File: src/rtl/tl_cntr_timed.sv
// Two-street Moore traffic-light controller with a saturating dwell counter.
// Greens are held for at least MIN_GREEN cycles and until their own sensor
// clears; yellows last exactly YELLOW_CYCLES cycles.
module tl_cntr_timed #(
    parameter int unsigned MIN_GREEN     = 8,
    parameter int unsigned YELLOW_CYCLES = 5,
    parameter int unsigned CNT_W         = 4
) (
    input  logic       clk,
    input  logic       reset,
    input  logic       Ta,
    input  logic       Tb,
    output logic [1:0] La,
    output logic [1:0] Lb,
    output logic [1:0] state
);

    typedef enum logic [1:0] {
        S0 = 2'b00,   // A green,  B red
        S1 = 2'b01,   // A yellow, B red
        S2 = 2'b10,   // A red,    B green
        S3 = 2'b11    // A red,    B yellow
    } state_t;

    localparam logic [1:0] GREEN  = 2'b00;
    localparam logic [1:0] YELLOW = 2'b01;
    localparam logic [1:0] RED    = 2'b10;

    localparam logic [CNT_W-1:0] GREEN_LAST  = CNT_W'(MIN_GREEN - 1);
    localparam logic [CNT_W-1:0] YELLOW_LAST = CNT_W'(YELLOW_CYCLES - 1);

    state_t             state_q;
    state_t             state_d;
    logic [CNT_W-1:0]   cnt;

    // State register and dwell counter; counter restarts on every state change
    // and sticks at all-ones so long greens never wrap back below GREEN_LAST.
    always_ff @(posedge clk) begin
        if (reset) begin
            state_q <= S0;
            cnt     <= '0;
        end else begin
            state_q <= state_d;
            if (state_d != state_q) begin
                cnt <= '0;
            end else if (cnt != '1) begin
                cnt <= cnt + 1'b1;
            end
        end
    end

    // Next-state logic: greens wait for min dwell and an idle own sensor,
    // yellows advance purely on time.
    always_comb begin
        state_d = state_q;
        unique case (state_q)
            S0: if (cnt >= GREEN_LAST && !Ta) state_d = S1;
            S1: if (cnt == YELLOW_LAST)       state_d = S2;
            S2: if (cnt >= GREEN_LAST && !Tb) state_d = S3;
            S3: if (cnt == YELLOW_LAST)       state_d = S0;
            default:                          state_d = S0;
        endcase
    end

    // Output decode from the registered state only (Moore).
    always_comb begin
        La    = RED;
        Lb    = RED;
        state = state_q;
        unique case (state_q)
            S0: begin La = GREEN;  Lb = RED;    end
            S1: begin La = YELLOW; Lb = RED;    end
            S2: begin La = RED;    Lb = GREEN;  end
            S3: begin La = RED;    Lb = YELLOW; end
            default: begin La = RED; Lb = RED; end
        endcase
    end

endmodule
File: config.mk
export PLATFORM = sky130hd
export DESIGN_NAME = tl_cntr_timed
export DESIGN_NICKNAME = d
export VERILOG_FILES = /design/src/rtl/tl_cntr_timed.sv
export SDC_FILE = /design/constraint.sdc
export NUM_CORES = 1
export LEC_CHECK = 0
export ABC_AREA = 1
export CELL_PAD_IN_SITES_DETAIL_PLACEMENT = 2
export CELL_PAD_IN_SITES_GLOBAL_PLACEMENT = 2
export CORE_MARGIN = 4
export CORE_UTILIZATION = 21
export DETAILED_ROUTE_END_ITERATION = 12
export HOLD_SLACK_MARGIN = 0.1
export PLACE_DENSITY_LB_ADDON = 0.1
export SLEW_MARGIN = 20
export SYNTH_ARGS = -nofsm -noshare
export SYNTH_HDL_FRONTEND = slang
export SYNTH_SLANG_ARGS = --single-unit
File: constraint.sdc
create_clock -name clk -period 1.38 [get_ports clk]
set_input_delay 0.138 -clock clk [delete_from_list [all_inputs] [get_ports clk]]
set_output_delay 0.138 -clock clk [all_outputs]
set_load 0.02 [all_outputs]
==> results of run 1 <==
-- registers in the layout, indices dropped and copies added, names as in the netlist --
signal,count
state,2
cnt,4
-- cells in the mapped netlist (all sizes together) --
master	instances
inv	13
nand2	14
nand3	3
o21ai	4
clkbuf	1
a21oi	1
ha	2
nor2	9
dfxtp	6
nand4	2
xor2	1
-- logic make-up after synthesis --
group | synth area share
adders and majority gates | 0.0719
DFF | 0.345
and+or+nand+nor | 0.335
xor gates and xnor gates | 0.0252
buffers and inverters | 0.151
AOI/OAI and AO/OA | 0.0719
-- where the power goes --
part           internal, mW  switching (mW)  leakage (nW)  total, mW
logic                0.0246          0.0283         0.186     0.0529
registers             0.182         0.00973        0.0495      0.191
clock network        0.0989          0.0710        0.0138      0.170
total                 0.305           0.109         0.249      0.414
-- area by class of cell --
cell class	count	area [um^2]
Clock buffer	3	22.5
Inverter	13	48.8
Multi-Input combinational cell	36	175
Sequential cell	6	121
Fill cell	199	1060
Timing Repair Buffer	10	90.1
Tap cell	16	20.0
-- routing by layer --
layer | global-route usage | share of wire
met5 | 0 | 0
met4 | 0.0538 | 0.018
met3 | 0.0399 | 0.034
met1 | 0.122 | 0.49
met2 | 0.135 | 0.45
-- worst paths after layout --
kind	startpoint	to
setup reg to reg	cnt[1]$_SDFFE_PP0P_	cnt[3]$_SDFFE_PP0P_
hold reg to reg	state[1]$_SDFF_PP0_	state[1]$_SDFF_PP0_
setup / recovery	state[0]$_SDFF_PP0_	La[0]
hold / removal	reset	state[0]$_SDFF_PP0_
==> metrics, run 1 <==
largest net degree at the start of global routing 9; Residual DRC 0; CP Max Fanout 3; Slew Viols, Final 0; Final HPWL DP 773 um; first-pass GRT wire length roughly 1800 um; # rows 14; CTS tree built; Layout Utilization 0.310; CTS buffer count 3; post-layout min period between 1000 and 1500 ps; Final ANT Viol Nets 0; min-delay worst type in -> reg; crit path launch type flip-flop; hold depth 2; pwr/cell area 866 nW/um^2; post-synthesis sequential area ratio 0.345; ratio of cells with drive above 1 in the final layout 0.0882; Worst path max stage delay 360 ps; cts repair resizes 7; Max-Cap Viols 0; Reg clk slew, reported paths 50 ps; Netlist cell types 13; DR vias ~370; GRT Total Usage 0.0962; CTS root buf clkbuf_4; clk sinks 6; Antenna diodes 0; crit path kind reg -> out; hold_buf cts 0; initial antenna violation count 0; setup_tns 0 ps; Area Overhead vs Synth 37.4%; vias in the first global route 420; Die Wd about 49 um; CTS max path bufs 2; skew final approximately 3.3 ps; CP top delay family buffers and inverters; fmax ~820 MHz; Core Region 1540 um^2; IO buf count 9; Die H about 49 um; Placed Instances ~80; Worst Reg-to-Reg Cells 6; critical path depth 3; Hold Vio Cnt, Final 0; DRT Wirelength roughly 940 um; post-CTS setup buffers 0; CP required ~1200 ps; global route overflow 0; Final #Nets 76; die area approximately 2400 um^2; Seq cells post-synth 6; Final Power approximately 0.41 mW; RSZ-0062 raised after global routing no; Ports 10; post-place setup slack 58.0 ps; Worst Path Arrival roughly 1100 ps; Final WS setup 154 ps; critical path's slowest cell dfxtp_1; Wirelength per Cell about 11 um; Initial Util 0.226; leakage power between 0.2 and 0.25 nW; outcome completed; hold_ws between 400 and 500 ps; DRT iter0 DRCs 0; Clk Latency, worst-skew pair approximately 250 ps; worst rel slew slack 0.866; reg2reg setup slack about 190 ps; fin cells 84; H-tree depth 1; vias per inst ~4.4; synth warn 0; drt pass-1 iters 1; Slew @ Worst Pin about 200 ps; Crit. End Element output port; mean post-synth cell area 6.21 um^2; Cell Area, Synth approximately 350 um^2; endpoints failing setup 0; placed cell area around 460 um^2; area leader, netlist dfxtp_1; crit path cell chain inv_1 > nor2_1 > dlygate4sd2_1; Mapped Cells 56; Syn Nets just over 60; commonest non-fill, non-tap cells in the layout inv_1, nand2_1, nor2_1; Yosys top cell area share 0.345; buffers plus inverters on the worst setup path 2; final worst path period share 0.889; Max IR drop VDD approximately 0.00054 V; design area roughly 480 um^2; GP Congestion roughly 0.7; Area contributors post-synth dfxtp_1, inv_1, nand2_1, nor2_1, ha_1
No activity file was read; power rests on OpenSTA's default activity.
==> inputs of run 2 (changes only) <==
- CORE_UTILIZATION: 21 -> 23
- CTS_BUF_LIST: not set -> sky130_fd_sc_hd__clkbuf_4 sky130_fd_sc_hd__clkbuf_8
- RECOVER_POWER: not set -> 25
==> run 2 against run 1 <==
  * Routed wire length rose by 2.0%
  * Global-route usage rose by 1.6 points
  * First-iteration DRC count rose by 6
  * Sequential share of layout area rose by 0.067 points
  * Combinational power barely moved
  * Via count fell by 1.9%
  * Clock power fell by 3%
  * Largest cell class unchanged
==> metrics, run 2 (same netlist as run 1, synthesis figures left out) <==
GR met1 Demand/Resource 0.144; Final Power between 0.4 and 0.5 mW; Area Overhead vs Synth 37.1%; Wirelength per Cell between 10 and 15 um; worst rel slew slack 0.853; CP Max Fanout 4; H-tree depth 1; Max IR drop VDD 0.000335 V; crit path kind reg -> reg; GP Congestion 0.662; GRT met3 Usage 0.0230; Residual DRC 0; crit path launch type flip-flop; Slew @ Worst Pin 221 ps; final worst path period share 0.874; CTS buffer count 3; die area approximately 2200 um^2; first-pass GRT wire length around 1700 um; CTS max path bufs 2; placed cell area ~460 um^2; Reg with most FFs cnt; Hold Vio Cnt, Final 0; # rows 13; Final ANT Viol Nets 0; grt peak-use layer met2; Die H about 47 um; vias per inst around 4.4; Ports 10; post-CTS setup buffers 0; Worst path max stage delay roughly 400 ps; Final HPWL DP between 700 and 800 um; endpoints failing setup 0; min-delay worst type in -> reg; critical path's slowest cell dfxtp_1; outcome completed; largest net degree at the start of global routing 9; hold_ws between 400 and 500 ps; vias in the first global route 382; ratio of cells with drive above 1 in the final layout 0.0882; drt pass-1 iters 2; Crit. End Element flip-flop; initial antenna violation count 0; Worst Path Arrival between 1000 and 1500 ps; CTS root buf clkbuf_4; Initial Util 0.255; global route overflow 0; commonest non-fill, non-tap cells in the layout inv_1, nand2_1, nor2_1; met2 Use GR 0.173; max FFs per register 4; Clk Latency, worst-skew pair approximately 250 ps; RSZ-0062 raised after global routing no; Core Region about 1400 um^2; skew final 4.58 ps; Max-Cap Viols 0; setup_tns 0 ps; DRT Wirelength between 900 and 1000 um; design area 477 um^2; DRT iter0 DRCs 6; crit path cell chain ha_1 > inv_1 > o21ai_1 > nand2_1 > nand2_2 > nor2_1; IO buf count 9; CTS tree built; cts repair resizes 7; fmax between 800 and 900 MHz; CP required about 1500 ps; Final #Nets between 70 and 80; Die Wd approximately 47 um; Reg clk slew, reported paths 50 ps; clk sinks 6; GRT Total Usage 0.112; leakage power 0.249 nW; DR vias between 300 and 400; Slew Viols, Final 0; Antenna diodes 0; pwr/cell area about 860 nW/um^2; hold_buf cts 0; post-layout min period about 1200 ps
## run 2: path summary, 6_finish.rpt
kind                                     startpoint                  end  slack [ps]  cells past startpoint
worst min-delay path                          reset  state[0]$_SDFF_PP0_         490                      2
worst max register to register  cnt[1]$_SDFFE_PP0P_  cnt[0]$_SDFFE_PP0P_         170                      6
worst max-delay path            cnt[1]$_SDFFE_PP0P_  cnt[0]$_SDFFE_PP0P_         170                      6
worst min register to register  state[1]$_SDFF_PP0_  state[1]$_SDFF_PP0_         590                      4
## run 2: final cells by class
type | instances | area [um^2]
multi-input cells | 36 | 175
fillers | 171 | 890
clock buffers | 3 | 22.5
flip-flops and latches | 6 | 121
inverters | 13 | 48.8
repair buffers | 10 | 90.1
well taps | 15 | 18.8
## run 2: report_power, final
part	internal, mW	total (mW)	switching [mW]
combinational	0.0246	0.0529	0.0284
sequential	0.182	0.191	0.00919
clock	0.0986	0.165	0.0665
## run 2: stage by stage
step                 util  cells  setup slack, ps
floorplan               -     56              362
global placement    0.337     80             97.5
detailed placement  0.337     80             66.4
CTS                 0.349     83              158
global route        0.349     83             32.6
finish              0.349     83              173
## run 2: worst max-delay path: cells and delay by family (launching register included)
family,cells,cell delay (ps)
flops,1,390
simple gates,3,300
fa+ha+maj,1,230
compound gates,1,110
buf+inv,1,70
## run 2: per-layer routing
metal / vias to the layer above / share of wire
li1: 194 / -
met1: 165 / 0.47
met2: 5 / 0.50
met3: 2 / 0.031
met4: 0 / 0.0042
met5: - / 0
